<file path="config.mk">
export PLATFORM = sky130hd
export DESIGN_NAME = uart_rx
export DESIGN_NICKNAME = d
export VERILOG_FILES = /design/src/rtl/uart_pkg.sv /design/src/rtl/uart_rx_bit_sync.sv /design/src/rtl/uart_rx.sv
export SDC_FILE = /design/constraint.sdc
export NUM_CORES = 1
export LEC_CHECK = 0
export CORE_MARGIN = 2
export CORE_UTILIZATION = 30
export DETAILED_ROUTE_END_ITERATION = 10
export GPL_TIMING_DRIVEN = 0
export PLACE_DENSITY = 0.48
export SLEW_MARGIN = 0
export SYNTH_ARGS = -nofsm -noshare
export SYNTH_HDL_FRONTEND = slang
export SYNTH_SLANG_ARGS = --single-unit
</file>
<file path="constraint.sdc">
create_clock -name clk -period 3.45 [get_ports clk]
set_input_delay 0.345 -clock clk [delete_from_list [all_inputs] [get_ports clk]]
set_output_delay 0.345 -clock clk [all_outputs]
set_load 0.02 [all_outputs]
</file>
<file path="src/rtl/uart_pkg.sv">
// Shared UART definitions: receiver state type, counter width helper and default baud constants.
package uart_pkg;

   typedef enum logic [2:0] {
      IDLE,
      START,
      DATA,
      PARITY,
      STOP
   } uart_state_e;

   localparam int unsigned DEF_CLKS_PER_BIT = 868;
   localparam int unsigned DEF_DATA_BITS    = 8;

   // Width of a counter that must hold 0..n-1; never narrower than one bit.
   function automatic int unsigned cnt_width(input int unsigned n);
      return (n <= 2) ? 1 : $clog2(n);
   endfunction

endpackage

</file>
<file path="src/rtl/uart_rx_bit_sync.sv">
// Two-flop synchroniser for a single asynchronous bit; resets to RESET_VAL.
module bit_sync #(
   parameter logic RESET_VAL = 1'b1
) (
   input  logic clk_i,
   input  logic rst_ni,
   input  logic d_i,
   output logic q_o
);

   logic [1:0] sync_q;

   always_ff @(posedge clk_i or negedge rst_ni) begin
      if (!rst_ni) begin
         sync_q <= {2{RESET_VAL}};
      end else begin
         sync_q <= {sync_q[0], d_i};
      end
   end

   assign q_o = sync_q[1];

endmodule

</file>
<file path="src/rtl/uart_rx.sv">
// UART receiver: start/data/stop framing sampled mid-bit, byte plus 1-cycle strobes.
// Optional even-parity checking is built in when UART_RX_PARITY_EN is defined.
module uart_rx
   import uart_pkg::*;
#(
   parameter int unsigned CLKS_PER_BIT = DEF_CLKS_PER_BIT,
   parameter int unsigned DATA_BITS    = DEF_DATA_BITS
) (
   input  logic                 clk,
   input  logic                 rst_n,
   input  logic                 rxd,
   output logic [DATA_BITS-1:0] rx_data,
   output logic                 rx_valid,
   output logic                 frame_err,
   output logic                 busy
`ifdef UART_RX_PARITY_EN
   ,
   output logic                 parity_err
`endif
);

   localparam int unsigned CW = cnt_width(CLKS_PER_BIT);
   localparam int unsigned BW = cnt_width(DATA_BITS);

   localparam logic [CW-1:0] HALF_LAST = CW'(CLKS_PER_BIT / 2 - 1);
   localparam logic [CW-1:0] BIT_LAST  = CW'(CLKS_PER_BIT - 1);
   localparam logic [BW-1:0] IDX_LAST  = BW'(DATA_BITS - 1);

   logic                 rxd_s;
   uart_state_e          state_q;
   logic [CW-1:0]        baud_cnt_q;
   logic [BW-1:0]        bit_idx_q;
   logic [DATA_BITS-1:0] shift_q;
   logic [DATA_BITS-1:0] rx_data_q;
   logic                 rx_valid_q;
   logic                 frame_err_q;
`ifdef UART_RX_PARITY_EN
   logic                 par_bit_q;
   logic                 parity_err_q;
`endif

   bit_sync #(
      .RESET_VAL(1'b1)
   ) u_sync (
      .clk_i (clk),
      .rst_ni(rst_n),
      .d_i   (rxd),
      .q_o   (rxd_s)
   );

   always_ff @(posedge clk or negedge rst_n) begin
      if (!rst_n) begin
         state_q      <= IDLE;
         baud_cnt_q   <= '0;
         bit_idx_q    <= '0;
         shift_q      <= '0;
         rx_data_q    <= '0;
         rx_valid_q   <= 1'b0;
         frame_err_q  <= 1'b0;
`ifdef UART_RX_PARITY_EN
         par_bit_q    <= 1'b0;
         parity_err_q <= 1'b0;
`endif
      end else begin
         rx_valid_q   <= 1'b0;
         frame_err_q  <= 1'b0;
`ifdef UART_RX_PARITY_EN
         parity_err_q <= 1'b0;
`endif
         unique case (state_q)
            IDLE: begin
               baud_cnt_q <= '0;
               bit_idx_q  <= '0;
               if (!rxd_s) begin
                  state_q <= START;
               end
            end
            START: begin
               if (baud_cnt_q == HALF_LAST) begin
                  baud_cnt_q <= '0;
                  bit_idx_q  <= '0;
                  state_q    <= rxd_s ? IDLE : DATA;
               end else begin
                  baud_cnt_q <= baud_cnt_q + CW'(1);
               end
            end
            DATA: begin
               if (baud_cnt_q == BIT_LAST) begin
                  baud_cnt_q         <= '0;
                  shift_q[bit_idx_q] <= rxd_s;
                  if (bit_idx_q == IDX_LAST) begin
                     bit_idx_q <= '0;
`ifdef UART_RX_PARITY_EN
                     state_q   <= PARITY;
`else
                     state_q   <= STOP;
`endif
                  end else begin
                     bit_idx_q <= bit_idx_q + BW'(1);
                  end
               end else begin
                  baud_cnt_q <= baud_cnt_q + CW'(1);
               end
            end
            PARITY: begin
               if (baud_cnt_q == BIT_LAST) begin
                  baud_cnt_q <= '0;
`ifdef UART_RX_PARITY_EN
                  par_bit_q  <= rxd_s;
`endif
                  state_q    <= STOP;
               end else begin
                  baud_cnt_q <= baud_cnt_q + CW'(1);
               end
            end
            STOP: begin
               // Leave mid stop bit so a back-to-back start edge is never missed.
               if (baud_cnt_q == BIT_LAST) begin
                  baud_cnt_q <= '0;
                  state_q    <= IDLE;
                  if (rxd_s) begin
                     rx_data_q    <= shift_q;
                     rx_valid_q   <= 1'b1;
`ifdef UART_RX_PARITY_EN
                     parity_err_q <= par_bit_q ^ (^shift_q);
`endif
                  end else begin
                     frame_err_q <= 1'b1;
                  end
               end else begin
                  baud_cnt_q <= baud_cnt_q + CW'(1);
               end
            end
            default: begin
               state_q    <= IDLE;
               baud_cnt_q <= '0;
               bit_idx_q  <= '0;
            end
         endcase
      end
   end

   assign rx_data   = rx_data_q;
   assign rx_valid  = rx_valid_q;
   assign frame_err = frame_err_q;
   assign busy      = (state_q != IDLE);
`ifdef UART_RX_PARITY_EN
   assign parity_err = parity_err_q;
`endif

endmodule
</file>
* Word-level counts from Yosys, hierarchy flattened *
Cells that the tools add are included.

operators by class
  add/sub/neg operators = 2
  multipliers = 0
  div/mod/pow operators = 0
  order comparisons = 2
  equality and inequality tests = 13
  shift operators = 0
  mux-type cells = 24
  bitwise gates (word level) = 1
  reduce and logical (&&, ||, !) cells = 9

operators with widths
  operator                 number
  $mux W3                  9
  $mux W10                 2
  $pmux W10 S2             1
  $pmux W3 S5              1
  $ne A2 B2 Y1 const B     6
  $add A10 B1 Y10 const B  1
  $eq A10 B10 Y1 const B   1
  $eq A10 B9 Y1 const B    1
  $pmux W3 S3              1
  $bwmux W8                1
  $mux W1                  7
  $eq A3 B2 Y1 const B     2
  $eq A3 B3 Y1 const B     2
  $reduce_and A3 Y1        2
  $reduce_and A6 Y1        1
  $lt A3 B4 Y1 const B     1
  $add A3 B1 Y3 const B    1
  $demux W1 S3             1
  $eq A3 B1 Y1 const B     1
  $ge A3 B1 Y1 const B     1
  $logic_not A3 Y1         1
  $reduce_bool A3 Y1       1
  $reduce_or A3 Y1         1
  $mux W2                  1
  4 further kinds          4

word-level totals
  register bits = 36
  bits in latches = 0
  bits in writable memories = 0
  bits in read-only memories = 0
  input bits = 3
  output and inout port bits = 11
  word-level logic and storage cells = 59
  memories kept = 0

* Depth between registers and ports, before layout *
  word-level depth = 5
  mapped depth = 7
  depth with buffers taken out = 6

* Cells and area by module *
Synthesis repeated with hierarchy kept, for this count alone.

unflattened totals
  cell total of the unflattened synthesis = 146
  area total of the unflattened synthesis = 1760.4 µm²

by module, submodules not included
  module    times used  cells an instance  area each (µm²)  sequential area each (µm²)
  uart_rx   1           144                1707.9           850.8
  bit_sync  1           2                  52.6             52.6

* Least setup slack after synthesis *
Ideal clock, no wire load.

  path type = reg-to-reg
  start point = reg baud_cnt_q[2]
  end point = reg rx_data_q[0], in the netlist rx_data[0]
  setup time = 0.125 ns
  arrival time = 2.096 ns
  required time = 3.325 ns
  setup slack = 1.229 ns
  cell stages (with the launch flop) = 7
  path buffers = 2
  clock period less this slack = 2.221 ns
  cells stage by stage = dfrtp_1 -> or3b_4 -> or3_1 -> buf_2 -> or3_1 -> buf_6 -> mux2_4

between the ends
  cells in the longest elaborated chain, start to end = 2

ends and longest elaborated chain
  element                      RTL line        RTL
  from (decl)                  uart_rx.sv:31   logic [CW-1:0] baud_cnt_q;
  from (signal assigned)       uart_rx.sv:84   baud_cnt_q <= baud_cnt_q + CW'(1);
  from (signal assigned)       uart_rx.sv:102  baud_cnt_q <= baud_cnt_q + CW'(1);
  from (signal assigned)       uart_rx.sv:113  baud_cnt_q <= baud_cnt_q + CW'(1);
  $eq A10 B10 Y1               uart_rx.sv:118  if (baud_cnt_q == BIT_LAST) begin
  $reduce_and A3 Y1 (no line)  --
  to (signal assigned)         uart_rx.sv:122  rx_data_q <= shift_q;
  to (decl)                    uart_rx.sv:34   logic [DATA_BITS-1:0] rx_data_q;

Every way passes these cells.
A chain may end at the register's enable or synchronous reset.

* Final worst setup path *
  start point = reg baud_cnt_q[2]
  end point = reg rx_data_q[2], in the netlist rx_data[2]

Same word-level chain as after synthesis.

==> flow_metrics.py <==
metrics = {
    "power": {
        "p_sw_frac": 0.207,
        "leakage_uw": 0.000957,
        "powerDensity_nw_per_um2": 391,
        "comb_power_share": 0.015,
        "p_clk_frac": 0.459,
        "seqPwrFrac": 0.526,
        "vdd_drop_max_uv": 225,
        "p_int_uw": 639,
        "p_switching_uw": 167,
    },
    "floorplan": {
        "fp.dieH_um": 80.1,
        "die_x_um": 80.1,
        "ioPinCount": 14,
        "placementRows": 27,
        "core_um2": 5540,
        "die_area_um2": 6410,
        "initial_core_util": 0.313,
    },
    "sta": {
        "slew_headroom": 0.464,
        "fin_skew_ns": 0.00735,
        "maxSlewViolCount": 0,
        "tightest_slew_ns": 0.805,
        "hold_slack_ns": 0.135,
        "setup_viol_count_final": 0,
        "max_freq_mhz": 423,
        "min_period_over_period": 0.685,
        "finalHoldViolCount": 0,
        "fin_tns_setup_ns": 0,
        "rsz0062_at_grt": "no",
        "fin_crit_ns": 2.36,
    },
    "synthesis": {
        "avgSynthCellArea_um2": 11.6,
        "netlist_instances": 149,
        "yosysUniqueCellTypes": 38,
        "synth_nets": 156,
        "synth_seq_area_share": 0.521,
        "ys_seq_elements": 36,
        "syn_area_um2": 1740,
        "synth_top_area_cell": "dfrtp_1",
        "yosysTopAreaCellShare": 0.490,
        "netlist_top_cells_area": "dfrtp_1 49%, mux2_4 6.9%, mux2_2 6.5%, nor2_1 3.5%, dfstp_2 3.0%",
        "yosysWarnings": 0,
    },
    "layout": {
        "final_nets": 176,
        "seq_area_um2": 903,
        "fin_util": 0.372,
        "areaGrowthSynthToFinish_pct": 18.8,
        "fillers": 561,
        "num_antenna_cells": 0,
        "layout.cells.non_filler": 242,
        "drive_above_1_share": 0.212,
        "multi_input_area_um2": 762,
    },
    "route": {
        "drtPass1Iterations": 4,
        "detail-route-antenna-nets": 0,
        "viasPerCell": 4.97,
        "drc": 0,
        "initialDrtViolationCount": 43,
        "drt_wl_total_um": 3300,
        "vias": 1203,
        "routedWlPerCell_um": 13.6,
    },
    "flow_run": {
        "maxCapViolCount": 0,
    },
    "place": {
        "dp.cells": 234,
        "place_congestion": 0.822,
        "hpwl_um": 2340,
        "portBuffers": 13,
    },
    "grt": {
        "grt_pass1_wl_um": 5840,
        "overflow": 0,
        "grt_max_degree": 37,
        "grt_pass1_vias": 1252,
        "grt.total_usage": 0.119,
        "antenna_found_initial": 0,
    },
    "cts": {
        "clk_path_buf_depth": 2,
        "cts_tree": "built",
        "post_cts_resized": 0,
        "path_clk_slew_ns": 0.08,
        "htreeDepth": 2,
        "hold_buffers": 0,
        "post_cts_buffers": 0,
        "clock_latency_ns": 0.29,
        "tritoncts.num_buffers": 5,
        "cts_root_buffer": "clkbuf_8",
        "clock_sinks": 36,
    },
    "setup_path": {
        "arrival_ns": 2.54,
        "crit_required_ns": 3.63,
        "worstSetupPathType": "reg -> reg",
        "path_max_fanout": 9,
        "end_kind": "flip-flop",
        "critPathLaunchType": "flip-flop",
    },
    "run_status": {
        "outcome": "finished, final reports clean",
    },
    "worst_hold_path": {
        "holdCritPathClass": "in -> async",
    },
}
[worst max-delay path, cell delays in order (launching register included)]
cell     delay, ns
dfrtp_1       0.44
or3b_4        0.42
or3_1         0.39
buf_2         0.17
or3_1         0.36
buf_6         0.17
mux2_4        0.30
[power by group through the flow]
stage / registers [uW] / logic, uW / clock network (uW)
finish: 424 / 11.8 / 371
detailed placement: 432 / 13.0 / 0
global route: 424 / 14.4 / 402
global placement: 433 / 13.2 / 0
floorplan: 432 / 1.55 / 0
CTS: 424 / 13.0 / 382
[placed cells by master, fill, tap and decap left out, types with 4 or more instances in the layout]
cell,instances
or3_1,4
nand4_1,5
inv_1,7
nand2_1,5
mux2_4,8
ha_1,4
clkbuf_1,6
clkdlybuf4s50_1,12
dfrtp_1,34
mux2_2,10
nor3_1,4
xor2_1,4
clkbuf_8,5
nor2_1,16
[Yosys cell counts]
cell type / count
a211o_1: 1
a211oi_1: 1
a21oi_1: 1
a22oi_1: 1
a31oi_1: 1
and3_1: 1
and3b_1: 1
and4_1: 1
and4b_1: 1
buf_2: 2
buf_6: 1
clkbuf_1: 6
dfrtp_1: 34
dfstp_2: 2
ha_1: 4
inv_1: 7
mux2_2: 10
mux2_4: 8
nand2_1: 5
nand2b_1: 3
nand3_1: 3
nand4_1: 5
nand4b_1: 3
nor2_1: 16
nor3_1: 4
nor3b_1: 1
nor4_1: 1
nor4_2: 1
nor4b_1: 2
nor4bb_1: 2
o21ai_0: 3
o31a_1: 1
o32ai_1: 2
or3_1: 4
or3b_2: 2
or3b_4: 1
xnor2_1: 3
xor2_1: 4
[kinds of logic after synthesis]
| kind of cell | after synthesis | share of synthesized area |
|---|---|---|
| buffers and inverters | 16 | 0.0404 |
| muxes | 18 | 0.134 |
| AOI/OAI and AO/OA | 11 | 0.0440 |
| adders and majority gates | 4 | 0.0288 |
| and+or+nand+nor | 57 | 0.197 |
| DFF | 36 | 0.521 |
| xor gates and xnor gates | 7 | 0.0353 |
[routing by layer]
layer	global-route usage	vias up	share of wire
met5	0	-	0
met4	0.0542	0	0.017
met3	0.0326	7	0.038
met2	0.202	25	0.50
met1	0.139	603	0.44
li1	-	568	-
[flip-flops by register name, indices dropped and copies added (netlist names)]
signal,flops
u_sync.sync_q,2
shift_q,8
rx_data,8
baud_cnt_q,10
frame_err,1
state_q,3
rx_valid,1
bit_idx_q,3
[final timing paths]
check / startpoint / end / slack, ns / cells after the start
worst max register to register: baud_cnt_q[2]$_DFF_PN0_ / rx_data[2]$_DFFE_PN0P_ / 1.09 / 6
worst max-delay path: baud_cnt_q[2]$_DFF_PN0_ / rx_data[2]$_DFFE_PN0P_ / 1.09 / 6
min in group clk: u_sync.sync_q[0]$_DFF_PN1_ / u_sync.sync_q[1]$_DFF_PN1_ / 0.36 / 0
worst min-delay path: rst_n / state_q[1]$_DFFE_PN0P_ / 0.13 / 1
worst min register to register: u_sync.sync_q[0]$_DFF_PN1_ / u_sync.sync_q[1]$_DFF_PN1_ / 0.36 / 0
max in group asynchronous: rst_n / baud_cnt_q[9]$_DFF_PN0_ / 2.80 / 1
[layout make-up]
type,count,share of cell area
inverter,7,0.0127
clock buffer,5,0.0334
tap,72,0.0437
buffer,9,0.0212
sequential,36,0.438
timing repair buffer,13,0.0607
multi-input combinational,97,0.370
clock inverter,3,0.0206
[metrics by stage]
stage | instance area [um^2] | total power [uW] | worst slack (ns)
finish | 2060 | 807 | 1.09
global route | 2060 | 841 | 0.947
CTS | 2060 | 819 | 1.10
detailed placement | 1950 | 446 | 1.11
global placement | 1960 | 446 | 1.13
floorplan | 1740 | 434 | 1.23
Note: power is estimated with default switching activity, not from simulation.
==> RTL change, RTL diff (config.mk and constraints unchanged) <==
The package constant `DEF_CLKS_PER_BIT` goes from 868 to 1736.
--- a/src/rtl/uart_pkg.sv
+++ b/src/rtl/uart_pkg.sv
@@ -9,7 +9,7 @@
       STOP
    } uart_state_e;
 
-   localparam int unsigned DEF_CLKS_PER_BIT = 868;
+   localparam int unsigned DEF_CLKS_PER_BIT = 1736;
    localparam int unsigned DEF_DATA_BITS    = 8;
 
    // Width of a counter that must hold 0..n-1; never narrower than one bit.
Function: same outputs for any inputs over 10 cycles, from zero or initial values and one cycle with rst_n low; that may be too few to reach the edited logic, so the function may still have changed.
==> RTL change against the unedited design <==
Critical endpoint is now shift_q[2]$_DFFE_PN0P_; setup slack worse by 260 ps; routed wire length is 9.9% lower; sequential cell count is 1 higher; synthesized area is 1.4% lower; design area is 0.73% lower; count of clock-buffer cells in the layout is 1 higher; non-clock buffer count is 5 lower; power is 3.8% higher.
==> RTL change: results (changes against the unedited design) <==
- Worst clock skew: 7.749 ps (+0.4008 ps)
- Tot GR Track Use: 11.43% (-0.44 points)
- Worst Path Max Fanout: 8 (-1)
- Iter 0 DRT Violations: 37 (-14%)
- RePlAce Congestion: 0.7775 (-5.4%)
- Slowest-stage cell, CP: nor4_1
- Flip-flop count of the largest register after layout: 11 (+1)
- Outcome: complete, no violations
- NonClk Buf Share: 6.846% (-1.3 points)
- Die width: 79.54 µm (-0.65%)
- CP max stage delay: 940 ps (+500 ps)
- Fraction of area in registers: 45.35% (+1.5 points)
- Largest cells by area after synthesis: dfrtp_1, mux2_2, nor2_1, dfstp_2, xnor2_1
- Inverters: 5 (-2)
- WP data arrival: 2810 ps (+270 ps)
- Synth cell count leaders: dfrtp_1, nor2_1, mux2_2
- Number of library cell types mapped by synthesis: 34 (-11%)
- First-pass GRT wire length: 5.561 mm (-4.8%)
- Leakage: 0.9130 nW (-4.6%)
- R2r endpoint: shift_q[2]$_DFFE_PN0P_
- Clock buf count: 6 (+1)
- VDD IR max: 0.2839 mV (+26%)
- Worst R2R Start: baud_cnt_q[0]$_DFF_PN0_
- Reg2Reg Setup Slack: 830 ps (-260 ps)
- Multi-input gates: 103 (+6.2%)
- Hold_ws: 135.2 ps (+0.4280 ps)
- Placed inst area: 1927 µm² (-1.2%)
- Fraction of area in multi-input gates: 36.61% (-0.34 points)
- Vias per cell: 4.872 (-2.0%)
- Final Routed Wirelength: 2.971 mm (-9.9%)
- Worst-Margin Slew: 1106 ps (+301.5 ps)
- WL per Instance: 12.28 µm (-9.9%)
==> RTL change: cells by family (layout without fill, tap and decap cells) <==
kind of cell / Yosys count / in the layout / share of synthesized area, %
AO/OA/AOI/OAI: 9 / 9 / 4.021
XOR/XNOR: 9 / 9 / 4.606
adder cells (fa/ha/maj): 4 / 4 / 2.924
buffers and inverters: 9 / 30 / 1.974
flip-flops: 37 / 37 / 54.24
multiplexers: 18 / 18 / 11.77
AND/OR/NAND/NOR: 63 / 63 / 20.47
==> RTL change: worst max path at each step <==
stage                                       start                      to  slack, ps  depth (start not counted)
final                     baud_cnt_q[0]$_DFF_PN0_  shift_q[2]$_DFFE_PN0P_        830                          5
after global routing      baud_cnt_q[0]$_DFF_PN0_  shift_q[2]$_DFFE_PN0P_        650                          5
after CTS                 baud_cnt_q[0]$_DFF_PN0_  shift_q[2]$_DFFE_PN0P_        850                          5
after detailed placement  baud_cnt_q[0]$_DFF_PN0_  shift_q[4]$_DFFE_PN0P_        860                          5
after global placement    baud_cnt_q[0]$_DFF_PN0_  shift_q[4]$_DFFE_PN0P_        850                          5
after floorplan           baud_cnt_q[4]$_DFF_PN0_  shift_q[7]$_DFFE_PN0P_       1220                          4
==> RTL change: where the power goes <==
part / leakage [nW] / internal, mW / switching (mW)
Clock: 0.0574 / 0.235 / 0.154
Combinational: 0.360 / 0.00215 / 0.00978
Sequential: 0.495 / 0.436 / 0.000596
==> RTL change: per-layer routing <==
layer  vias to the layer above  global-route usage (%)  part of all wire [%]
met2                        17                   17.90                    48
met3                         8                   3.394                   3.4
met5                         -                       0                     0
met1                       588                   14.07                    46
met4                         0                   6.207                   2.6
li1                        566                       -                     -
